==> src/rtl/fetch_unit_pkg.sv <==
// Shared definitions for the MIPS fetch front end: next-PC select bits,
// instruction field positions, FSM state encoding and the default reset PC.
package fetch_unit_pkg;

    localparam logic [31:0] DEFAULT_RESET_PC = 32'h0000_0000;

    localparam int PCN_BRANCH = 0;
    localparam int PCN_J      = 1;
    localparam int PCN_JR     = 2;

    localparam int OP_HI  = 31;
    localparam int OP_LO  = 26;
    localparam int RS_HI  = 25;
    localparam int RS_LO  = 21;
    localparam int RT_HI  = 20;
    localparam int RT_LO  = 16;
    localparam int RD_HI  = 15;
    localparam int RD_LO  = 11;
    localparam int SH_HI  = 10;
    localparam int SH_LO  = 6;
    localparam int FN_HI  = 5;
    localparam int FN_LO  = 0;
    localparam int IMM_HI = 15;
    localparam int IMM_LO = 0;
    localparam int JA_HI  = 25;
    localparam int JA_LO  = 0;

    typedef enum logic [1:0] {
        ST_REQ   = 2'b00,
        ST_WAIT  = 2'b01,
        ST_VALID = 2'b10,
        ST_HALT  = 2'b11
    } fetch_state_t;

    function automatic logic isMisaligned(input logic [1:0] lsbs);
        return |lsbs;
    endfunction

endpackage

==> src/rtl/fetch_unit_pc_next_calc.sv <==
// Combinational next-PC selection for the fetch unit.
// Priority is jr over j over branch over the sequential pc+4.
module pc_next_calc
    import fetch_unit_pkg::*;
#(
    parameter int ADDR_W = 32
) (
    input  logic [ADDR_W-1:0] pc_plus4,
    input  logic [2:0]        pc_next_c,
    input  logic [31:0]       imm_ext,
    input  logic [31:0]       rs_val,
    input  logic [25:0]       jaddr,
    output logic [ADDR_W-1:0] next_pc,
    output logic              misalign
);

    logic [31:0]       w_immShift;
    logic [ADDR_W-1:0] w_branchTarget;
    logic [ADDR_W-1:0] w_jumpTarget;
    logic [ADDR_W-1:0] w_regTarget;

    // Branch offset is a word count, so the sum wraps naturally at the PC width.
    assign w_immShift     = imm_ext << 2;
    assign w_branchTarget = pc_plus4 + ADDR_W'(w_immShift);
    assign w_jumpTarget   = {pc_plus4[ADDR_W-1:28], jaddr, 2'b00};
    assign w_regTarget    = ADDR_W'(rs_val);

    always_comb begin
        next_pc = pc_plus4;
        if (pc_next_c[PCN_JR]) begin
            next_pc = w_regTarget;
        end else if (pc_next_c[PCN_J]) begin
            next_pc = w_jumpTarget;
        end else if (pc_next_c[PCN_BRANCH]) begin
            next_pc = w_branchTarget;
        end
    end

    assign misalign = isMisaligned(next_pc[1:0]);

endmodule

==> src/rtl/fetch_unit.sv <==
// Instruction fetch front end: owns the PC, fetches one word at a time over
// req/gnt/rvalid, holds it in IR and exposes the decoded fields to the core.
module fetch_unit
    import fetch_unit_pkg::*;
#(
    parameter int                ADDR_W   = 32,
    parameter logic [ADDR_W-1:0] RESET_PC = ADDR_W'(DEFAULT_RESET_PC)
) (
    input  logic              clk,
    input  logic              rst_n,
    output logic              imem_req,
    output logic [ADDR_W-1:0] imem_addr,
    input  logic              imem_gnt,
    input  logic              imem_rvalid,
    input  logic [31:0]       imem_rdata,
    output logic              instr_valid,
    input  logic              instr_ready,
    input  logic [2:0]        pc_next_c,
    input  logic [31:0]       imm_ext,
    input  logic [31:0]       rs_val,
    output logic [5:0]        op_c,
    output logic [4:0]        rs,
    output logic [4:0]        rt,
    output logic [4:0]        rd,
    output logic [4:0]        shamt,
    output logic [5:0]        funct,
    output logic [15:0]       imm16,
    output logic [25:0]       jaddr,
    output logic [ADDR_W-1:0] pc,
    output logic [ADDR_W-1:0] pc_plus4,
    output logic              fetch_err
);

    fetch_state_t      r_state;
    logic [ADDR_W-1:0] r_pc;
    logic [31:0]       r_ir;
    logic              r_req;
    logic              r_valid;
    logic              r_err;

    logic [ADDR_W-1:0] w_pcPlus4;
    logic [ADDR_W-1:0] w_nextPc;
    logic              w_misalign;

    assign w_pcPlus4 = r_pc + ADDR_W'(4);

    pc_next_calc #(
        .ADDR_W (ADDR_W)
    ) u_pcNext (
        .pc_plus4  (w_pcPlus4),
        .pc_next_c (pc_next_c),
        .imm_ext   (imm_ext),
        .rs_val    (rs_val),
        .jaddr     (r_ir[JA_HI:JA_LO]),
        .next_pc   (w_nextPc),
        .misalign  (w_misalign)
    );

    // The request is raised one cycle after entering REQ from reset, so no
    // request is ever visible while reset is held. Responses outside WAIT are
    // dropped, which also discards data belonging to an aborted fetch.
    always_ff @(posedge clk or negedge rst_n) begin
        if (!rst_n) begin
            r_state <= ST_REQ;
            r_pc    <= RESET_PC;
            r_ir    <= 32'h0000_0000;
            r_req   <= 1'b0;
            r_valid <= 1'b0;
            r_err   <= 1'b0;
        end else begin
            case (r_state)
                ST_REQ: begin
                    if (!r_req) begin
                        r_req <= 1'b1;
                    end else if (imem_gnt) begin
                        r_req   <= 1'b0;
                        r_state <= ST_WAIT;
                    end
                end
                ST_WAIT: begin
                    if (imem_rvalid) begin
                        r_ir    <= imem_rdata;
                        r_valid <= 1'b1;
                        r_state <= ST_VALID;
                    end
                end
                ST_VALID: begin
                    if (instr_ready) begin
                        r_pc    <= w_nextPc;
                        r_valid <= 1'b0;
                        if (w_misalign) begin
                            r_err   <= 1'b1;
                            r_state <= ST_HALT;
                        end else begin
                            r_req   <= 1'b1;
                            r_state <= ST_REQ;
                        end
                    end
                end
                ST_HALT: begin
                    r_req   <= 1'b0;
                    r_valid <= 1'b0;
                end
            endcase
        end
    end

    assign imem_req    = r_req;
    assign imem_addr   = r_pc;
    assign instr_valid = r_valid;
    assign fetch_err   = r_err;
    assign pc          = r_pc;
    assign pc_plus4    = w_pcPlus4;

    assign op_c  = r_ir[OP_HI:OP_LO];
    assign rs    = r_ir[RS_HI:RS_LO];
    assign rt    = r_ir[RT_HI:RT_LO];
    assign rd    = r_ir[RD_HI:RD_LO];
    assign shamt = r_ir[SH_HI:SH_LO];
    assign funct = r_ir[FN_HI:FN_LO];
    assign imm16 = r_ir[IMM_HI:IMM_LO];
    assign jaddr = r_ir[JA_HI:JA_LO];

endmodule
==> config.mk <==
export PLATFORM = sky130hd
export DESIGN_NAME = fetch_unit
export DESIGN_NICKNAME = d
export VERILOG_FILES = /design/src/rtl/fetch_unit_pkg.sv /design/src/rtl/fetch_unit_pc_next_calc.sv /design/src/rtl/fetch_unit.sv
export SDC_FILE = /design/constraint.sdc
export NUM_CORES = 1
export LEC_CHECK = 0
export CAP_MARGIN = 0
export CORE_MARGIN = 4
export CORE_UTILIZATION = 25
export CTS_CLUSTER_DIAMETER = 120
export DETAILED_ROUTE_END_ITERATION = 8
export GPL_TIMING_DRIVEN = 0
export REMOVE_ABC_BUFFERS = 1
export SYNTH_ARGS = -nofsm -noshare
export SYNTH_HDL_FRONTEND = slang
export SYNTH_SLANG_ARGS = --single-unit
export TNS_END_PERCENT = 50
==> constraint.sdc <==
create_clock -name clk -period 3.37 [get_ports clk]
set_input_delay 0.5055 -clock clk [delete_from_list [all_inputs] [get_ports clk]]
set_output_delay 0.5055 -clock clk [all_outputs]
set_load 0.01 [all_outputs]
==> impl_metrics.ini, run 1 <==
[critical_path]
worst_setup_path_start_kind = flip-flop
slowest_delay_ps = 460
path_class = reg2reg
crit_chain = nand4_4 -> nor4_4 -> buf_4 -> buf_4 -> and3_2 -> nand2_2 -> xnor2_4 -> ha_4 -> nand4_1 -> nor3_4 -> nor2_1 -> mux4_2 -> a31oi_1 -> o2111ai_1 -> o22ai_1
critPathRequiredTime_ps = 3640
r2r_slack_ps = -100
rr_worst_depth = 15
critPathCaptureType = flip-flop
critPathMostFrequentCell = buf_4
critical_path.slowest_cell = mux4_2
critPathMaxFanout = 4
arrival_ps = 3740

[yosys]
synthFlopType = dfrtp_1
syn_area_per_cell_um2 = 8.48
synth_top_area_cell = dfrtp_1
syn_inst = 744
synth_seq_cells = 69
synth_top_family_by_area = compound AO/OA/AOI/OAI gates
synth_area_mm2 = 0.00631
ys_warn_count = 0
synth-edff-count = 0
muxShareOfSynthArea = 0.0793
synth_seq_area_share = 0.274
synthXorXnorAreaFrac = 0.0724
yosys-top-cells-area = dfrtp_1 (27%), buf_4 (9.0%), ha_1 (8.5%)
yosys.area_share.simple = 0.165
yosysUniqueCellTypes = 61
synthArstFlopShare = 1.00
synthAdderAreaFrac = 0.0884
yosysTopAreaCellShare = 0.274
synth_compound_area_frac = 0.202

[finish]
final_util = 0.430
final_nets = 1154
final_cell_mix = clkdlybuf4s50_1 (268), buf_4 (75), dfrtp_1 (55), nand2_1 (53), a21oi_1 (50)
layout-drive-gt1-share = 0.264
diodes = 0
final_common_cell = clkdlybuf4s50_1
area.growth.synth_to_final_pct = 67.7

[clock_tree]
cts.sinks = 69
cts_buffer_depth = 2
cts_tree = yes
cts-root-buf = clkbuf_16
cts_buffers = 9
clk_latency_ps = 350
clkTransAtPathRegs_ps = 70
htree_levels = 3
postCtsHoldBufs = 0

[power_and_ir_drop]
irDropWorstVdd_mv = 0.395
combPwrFrac = 0.698
intPower_w = 0.00579
power_switching_w = 0.00437
swShare = 0.430
clkPwrFrac = 0.109
total_power_w = 0.0102
power_density_mw_per_mm2 = 960
power_frac_seq = 0.193
leakage_nw = 4.28

[timing]
finalCriticalPeriod_ps = 3470
setup_viol = 4
slew_violations = 0
finClkSkew_ps = 9.35
achievable-frequency_mhz = 288
relSlewSlack = 0.156
worstMarginPinSlew_ps = 1260
rsz0062_at_grt = true
fin_crit_sh = 1.03
final-hold-violation-count = 0
timing.hold.ws_ps = 84.4
setup_tns_ps = -147
setup_ws_ps = -105

[global_routing]
grt_busiest_layer = met2
grt_util_all_layers = 0.183
grt_pass1_vias = 6515
grt_first_pass_wirelength_um = 39700
use_met1 = 0.232
globalRouteOverflowTotal = 0
gr-usage-met3 = 0.0479
antenna_found_initial = 1
grt_start_max_net_pins = 49
grtUsageMet2 = 0.305

[status]
violations = setup timing
status = finished, violations left

[floorplan]
die_area_mm2 = 0.0279
die_w_um = 167
io_pins = 277
core_mm2 = 0.0246
die_height_um = 167
placementRows = 57
start_util = 0.256

[route]
drt-pass1-iter-count = 5
wl_per_cell_um = 20.5
num_vias = 6748
drt-total-wl_um = 27400
drt_iter0_markers = 365
final_antenna_net_count = 0
routed_via_density = 5.05
drc_errors = 0

[place]
gp_congestion = 0.854
dpl.hpwl_um = 19400
port_buffers = 274

[worst_hold_path]
hold_path_class = in2async

[job]
max-cap-violations = 0
==> routing by layer <==
layer	vias to the layer above	routed length [µm]
li1	3139	-
met1	3275	11500
met2	275	13300
met3	57	1810
met4	2	770
met5	-	8
==> logic make-up (layout without fill, tap and decap cells) <==
group / after synthesis / after routing
AO/OA/AOI/OAI: 203 / 203
XOR/XNOR: 50 / 50
adder cells (fa/ha/maj): 44 / 44
buffers and inverters: 124 / 391
flip-flops: 69 / 69
multiplexers: 44 / 44
AND/OR/NAND/NOR: 210 / 210
==> state kept, by name, summed over array words and instances (netlist names) <==
name / flops
r_state: 2
fetch_err: 1
imem_addr: 32
imem_req: 1
r_ir: 32
instr_valid: 1
==> Yosys cell counts (6+ instances only) <==
cell type and number:
a21o_1 14, xor2_1 16, dfrtp_1 69, xnor2_1 33
a31oi_1 11, mux2_2 35, ha_1 43, nand3_1 27
o31ai_1 6, o22ai_1 9, a21oi_1 60, o211ai_1 8
nor3_1 13, nand4_1 10, mux2i_1 8, buf_4 76
inv_1 15, o21ai_0 46, nand2_1 59, clkbuf_1 25
nor2_1 59, a211oi_1 13, and3_1 15
==> area by class of cell <==
class	count	area, µm²
clock buffer	10	239
multi-input combinational	551	4580
inverter	16	63.8
clock inverter	6	93.8
timing repair buffer	358	3450
fill	2341	14000
timing repair inverter	1	7.51
sequential	69	1740
tap	324	405
==> worst paths after layout <==
| check | from | endpoint |
|---|---|---|
| max in group asynchronous | rst_n | imem_addr[7] |
| worst min register to register | fetch_err | fetch_err |
| worst min-delay path | rst_n | r_ir[1] |
| min in group clk | fetch_err | fetch_err |
| worst max register to register | imem_addr[10] | imem_addr[31] |
| worst max-delay path | imem_addr[10] | imem_addr[31] |
==> metrics by stage <==
| step | area [µm²] | instances | setup slack, ps |
|---|---|---|---|
| floorplan | 5620 | 636 | -384 |
| global placement | 8770 | 1234 | -1830 |
| detailed placement | 8840 | 1237 | -1160 |
| CTS | 9720 | 1288 | -346 |
| global route | 10600 | 1335 | -268 |
| finish | 10600 | 1335 | -105 |
==> power by group through the flow <==
stage               registers, W  clock network, W  logic [W]
floorplan                0.00215                 0    0.00249
global placement         0.00195                 0    0.00573
detailed placement       0.00197                 0    0.00578
CTS                      0.00198           0.00114    0.00628
global route             0.00204           0.00117    0.00754
finish                   0.00196           0.00111    0.00709
==> worst max-delay path, delay by kind of cell (launching register included) <==
kind | cells | cell delay, ps
adder cells (fa/ha/maj) | 1 | 280
AND/OR/NAND/NOR | 7 | 1210
flip-flops | 1 | 440
AO/OA/AOI/OAI | 3 | 470
XOR/XNOR | 1 | 190
buffers and inverters | 2 | 340
multiplexers | 1 | 460
==> timing repair <==
| action | 4_1_cts | 5_1_grt |
|---|---|---|
| setup buffers | 34 | 48 |
| pin swaps | 34 | 44 |
| resized for setup | 77 | 97 |
| gates cloned | 1 | 0 |
| hold endpoints to repair | 0 | 0 |
| setup endpoints to repair | 36 | 32 |
Note: power is estimated with default switching activity, not from simulation.
==> run 2: changes to the inputs <==
--- a/config.mk
+++ b/config.mk
@@ -6,12 +6,13 @@
 export NUM_CORES = 1
 export LEC_CHECK = 0
 export CAP_MARGIN = 0
-export CORE_MARGIN = 4
+export CORE_MARGIN = 5
 export CORE_UTILIZATION = 25
 export CTS_CLUSTER_DIAMETER = 120
 export DETAILED_ROUTE_END_ITERATION = 8
 export GPL_TIMING_DRIVEN = 0
 export REMOVE_ABC_BUFFERS = 1
+export SETUP_SLACK_MARGIN = 0.5
 export SYNTH_ARGS = -nofsm -noshare
 export SYNTH_HDL_FRONTEND = slang
 export SYNTH_SLANG_ARGS = --single-unit
==> impl_metrics.ini, run 2 (synthesized netlist as in run 1, its figures left out) <==
[route]
drc_errors = 0
num_vias = 6792
drt-pass1-iter-count = 5
final_antenna_net_count = 0
wl_per_cell_um = 20.7
drt-total-wl_um = 28000
routed_via_density = 5.03
drt_iter0_markers = 285

[place]
dpl.hpwl_um = 19400
post-place-ws_ps = -1180
gp_congestion = 0.889
port_buffers = 274

[critical_path]
arrival_ps = 3810
worst_setup_path_start_kind = flip-flop
critPathRequiredTime_ps = 3630
critical_path.slowest_cell = dfrtp_2
path_class = reg2reg
cp.buffers_inverters = 2
critPathCaptureType = flip-flop
slowest_delay_ps = 460
critPathMaxFanout = 7
cp_top_family = simple AND/OR/NAND/NOR gates
crit_chain = nand4_4 -> nor4_4 -> buf_4 -> buf_6 -> and3_4 -> nand2_4 -> xnor2_4 -> ha_4 -> nand4_1 -> nor3_4 -> nor2_1 -> mux4_2 -> a31oi_1 -> o2111ai_1 -> o22ai_1

[finish]
final_nets = 1162
area.growth.synth_to_final_pct = 71.9
layout-drive-gt1-share = 0.307
final_common_cell = clkdlybuf4s50_1
fill_cells = 2392
final_cell_mix = clkdlybuf4s50_1 (252), buf_4 (70), dfrtp_1 (51), nand2_1 (50), nor2_1 (48)
diodes = 0

[timing]
setup_tns_ps = -938
rsz0062_at_grt = true
slew_violations = 0
relSlewSlack = 0.222
setup_viol = 9
setup_ws_ps = -181
finClkSkew_ps = 9.00
achievable-frequency_mhz = 282
finalCriticalPeriod_ps = 3550
worstMarginPinSlew_ps = 1160
final-hold-violation-count = 0
fin_crit_sh = 1.05

[power_and_ir_drop]
irDropWorstVdd_mv = 0.400
power_density_mw_per_mm2 = 947
leakage_nw = 4.39

[global_routing]
grt_first_pass_wirelength_um = 40800
grt_util_all_layers = 0.185
globalRouteOverflowTotal = 0
grt_pass1_vias = 6758
grt_start_max_net_pins = 55
antenna_found_initial = 2

[floorplan]
die_w_um = 169
core_mm2 = 0.0250
die_height_um = 169
io_pins = 277
placementRows = 58
die_area_mm2 = 0.0285
start_util = 0.252

[clock_tree]
cts_buffers = 9
clk_latency_ps = 350
cts_buffer_depth = 2
clkTransAtPathRegs_ps = 70
postCtsHoldBufs = 0
cts-root-buf = clkbuf_16
cts.sinks = 69
cts_tree = yes
htree_levels = 3

[worst_hold_path]
hold_path_class = in2async

[job]
max-cap-violations = 0

[status]
violations = setup timing
status = finished, violations left
==> run 2: cell count changes in the layout (fill, tap and decap cells not counted), moves of 4 or more <==
cell / delta
buf_4: -5
buf_6: +20
clkdlybuf4s50_1: -16
dfrtp_1: -4
dfrtp_2: +4
o21ai_0: -5
o21ai_1: +4
==> run 2: path summary, 6_finish.rpt <==
| kind | from | slack [ps] | end | depth (start not counted) |
|---|---|---|---|---|
| max | imem_addr[8] | -180 | imem_addr[31] | 15 |
| min | rst_n | 20 | r_ir[1] | 1 |
| min reg2reg | fetch_err | 470 | fetch_err | 1 |
| min in group clk | fetch_err | 470 | fetch_err | 1 |
| max reg2reg | imem_addr[8] | -180 | imem_addr[31] | 15 |
| max in group asynchronous | rst_n | 2740 | imem_addr[22] | 2 |
==> run 2: stage by stage <==
| step | std cells | cell area [µm²] | total power, W | utilization | hold WS, ps |
|---|---|---|---|---|---|
| 3_5_place_dp | 1243 | 8840 | 0.00773 | 0.353 | 393 |
| 6_report | 1349 | 10900 | 0.0103 | 0.433 | 21.0 |
| 3_3_place_gp | 1240 | 8770 | 0.00767 | 0.350 | 440 |
| 2_1_floorplan | 636 | 5620 | 0.00463 | - | 210 |
| 4_1_cts | 1312 | 10200 | 0.00961 | 0.406 | 17.9 |
| 5_1_grt | 1349 | 10900 | 0.0109 | 0.433 | 22.2 |
==> run 2: final cells by class <==
cell class | instances | area, µm² | area share
clock buffers | 10 | 239 | 0.0220
clock inverters | 6 | 38.8 | 0.00357
inverters | 16 | 63.8 | 0.00588
multi-input cells | 551 | 4800 | 0.443
flip-flops and latches | 69 | 1750 | 0.161
well taps | 330 | 413 | 0.0380
repair buffers | 366 | 3540 | 0.326
repair inverters | 1 | 5.00 | 0.000461
==> run 2: worst reg2reg max path: stages (launching register included) <==
cell	delay, ps
dfrtp_2	460
nand4_4	170
nor4_4	310
buf_4	200
buf_6	120
and3_4	220
nand2_4	70
xnor2_4	150
ha_4	300
nand4_1	140
nor3_4	260
nor2_1	70
mux4_2	460
a31oi_1	160
o2111ai_1	160
o22ai_1	200
==> run 2: where the power goes <==
| group | internal, W | switching, W |
|---|---|---|
| Combinational | 0.00400 | 0.00336 |
| Sequential | 0.00125 | 0.000741 |
| Clock | 0.000517 | 0.000417 |
| Total | 0.00576 | 0.00452 |
==> run 2: what timing repair did <==
action / in CTS / in global routing
cloned: 1 / 0
endpoints found under the setup margin: 51 / 43
resized for setup: 172 / 110
buffers inserted: 52 / 37
pin swaps: 64 / 61
==> run 2: metal layers <==
| layer | global-route usage | wire, µm | vias up |
|---|---|---|---|
| met5 | 0 | 25 | - |
| met4 | 0.0579 | 669 | 4 |
| met3 | 0.0353 | 1530 | 46 |
| met2 | 0.307 | 13600 | 251 |
| met1 | 0.242 | 12100 | 3333 |
| li1 | - | - | 3158 |
==> run 3: changes to the inputs <==
--- a/config.mk
+++ b/config.mk
@@ -11,7 +11,7 @@
 export CTS_CLUSTER_DIAMETER = 120
 export DETAILED_ROUTE_END_ITERATION = 8
 export GPL_TIMING_DRIVEN = 0
-export REMOVE_ABC_BUFFERS = 1
+export PLACE_DENSITY = 0.64
 export SETUP_SLACK_MARGIN = 0.5
 export SYNTH_ARGS = -nofsm -noshare
 export SYNTH_HDL_FRONTEND = slang
==> impl_metrics.ini, run 3 (synthesized netlist as in run 1, its figures left out) <==
[critical_path]
critPathCaptureType = flip-flop
worst_setup_path_start_kind = flip-flop
critPathRequiredTime_ps = 3530
critPathMaxFanout = 5
arrival_ps = 3740
path_class = reg2reg

[timing]
slew_violations = 0
achievable-frequency_mhz = 279
fin_crit_sh = 1.06
relSlewSlack = 0.362
finClkSkew_ps = 4.85
rsz0062_at_grt = true
worstMarginPinSlew_ps = 933
timing.hold.ws_ps = 112
setup_viol = 6
finalCriticalPeriod_ps = 3580
setup_ws_ps = -210
final-hold-violation-count = 0

[route]
num_vias = 7028
routed_via_density = 4.90
met3_length_um = 2010
met1_length_um = 11800
wl_met2_um = 13900
wl_per_cell_um = 19.7
drc_errors = 0
routed.top_layer = met5
drt-pass1-iter-count = 5
drt-total-wl_um = 28300
final_antenna_net_count = 0
drt_iter0_markers = 424

[global_routing]
grt_util_all_layers = 0.188
grt_first_pass_wirelength_um = 41800
globalRouteOverflowTotal = 0
grt_pass1_vias = 7155
grt_start_max_net_pins = 41
antenna_found_initial = 7

[place]
post-place-ws_ps = -712
dpl-instance-area_mm2 = 0.00965
dp.cells = 1348
dpl.hpwl_um = 22000
port_buffers = 273
gp_congestion = 0.898

[job]
max-cap-violations = 0

[power_and_ir_drop]
combPwrFrac = 0.718
power_density_mw_per_mm2 = 962
power_frac_seq = 0.186
intPower_w = 0.00624
power_switching_w = 0.00459
leakage_nw = 4.68
irDropWorstVdd_mv = 0.462
swShare = 0.424
clkPwrFrac = 0.096

[floorplan]
die_height_um = 169
start_util = 0.252
die_area_mm2 = 0.0285
io_pins = 277
core_mm2 = 0.0250
placementRows = 58
die_w_um = 169

[status]
status = finished, violations left
violations = setup timing

[clock_tree]
cts_buffer_depth = 2
cts_tree = yes
cts-root-buf = clkbuf_16
postCtsHoldBufs = 0
htree_levels = 3
clkTransAtPathRegs_ps = 60
clk_latency_ps = 340
cts_buffers = 9
cts.sinks = 69

[finish]
layout-drive-gt1-share = 0.313
final_nets = 1242
final_common_cell = clkdlybuf4s50_1
fin_area_mm2 = 0.0112
final_cells = 1434
final_cell_mix = clkdlybuf4s50_1 (255), buf_4 (145), nand2_1 (55), a21oi_1 (51), dfrtp_1 (51)
area.growth.synth_to_final_pct = 78.3

[worst_hold_path]
hold_path_class = in2async

[yosys]
synth_nets = 892
[run 3: cell types whose count changed in the layout (fill, tap and decap cells not counted), moves of 4 or more]
cell and change:
a21oi_1 +4, buf_1 +5, buf_4 +75, buf_6 -24
clkbuf_1 +20, diode_2 +5, nand2_1 +5, nand3_2 -4
o21ai_0 +5
[run 3: worst max-delay path, cell delays in order, from the launching register on]
cell and delay, ps:
dfrtp_2 390, ha_4 130, nand4_1 200, nor4_4 220
buf_6 170, nand3_4 80, xnor2_2 240, ha_1 290
clkbuf_8 140, a21o_1 210, a21o_1 190, a21oi_2 190
o21bai_2 100, a41oi_4 260, buf_4 170, xnor2_1 50
mux2i_1 200, a41oi_1 160
[run 3: power by group through the flow]
stage          clock network [W]  registers [W]  logic, W
2_1_floorplan                  0        0.00191   0.00351
3_3_place_gp                   0        0.00204   0.00655
3_5_place_dp                   0        0.00205   0.00659
4_1_cts                  0.00106        0.00200   0.00738
5_1_grt                  0.00110        0.00210   0.00829
6_report                 0.00103        0.00201   0.00777
[run 3: timing repair]
action / in CTS / in global routing
pin swaps: 52 / 26
endpoints found under the setup margin: 44 / 44
resized for setup: 107 / 67
setup buffers: 47 / 18
[run 3: final timing paths]
path                                   start       endpoint  slack [ps]  cells after the start
min in group clk                   fetch_err      fetch_err         470                      1
worst max-delay path            imem_addr[3]  imem_addr[23]        -210                     17
max in group asynchronous              rst_n  imem_addr[17]        2680                      2
worst min register to register     fetch_err      fetch_err         470                      1
worst max register to register  imem_addr[3]  imem_addr[23]        -210                     17
worst min-delay path                   rst_n        r_ir[5]         110                      1
[run 3: per-stage QoR]
stage	power, W	setup TNS [ps]	utilization
after floorplan	0.00542	-220	-
after global placement	0.00859	-61060	0.385
after detailed placement	0.00864	-5510	0.386
after CTS	0.0104	-95.9	0.430
after global routing	0.0115	-1940	0.449
final	0.0108	-662	0.449
[run 3: cell type report]
class                   count  area, µm²
diodes                      5       12.5
repair buffers            339       3250
fillers                  2401      13800
flip-flops and latches     69       1750
clock inverters             6       86.3
plain buffers             108        737
multi-input cells         551       4700
inverters                  16       60.1
well taps                 330        413
clock buffers              10        239
[run 3: layer usage]
layer	global-route usage	up-vias
li1	-	3314
met3	0.0460	35
met2	0.315	271
met4	0.0713	4
met1	0.233	3404
met5	0	-
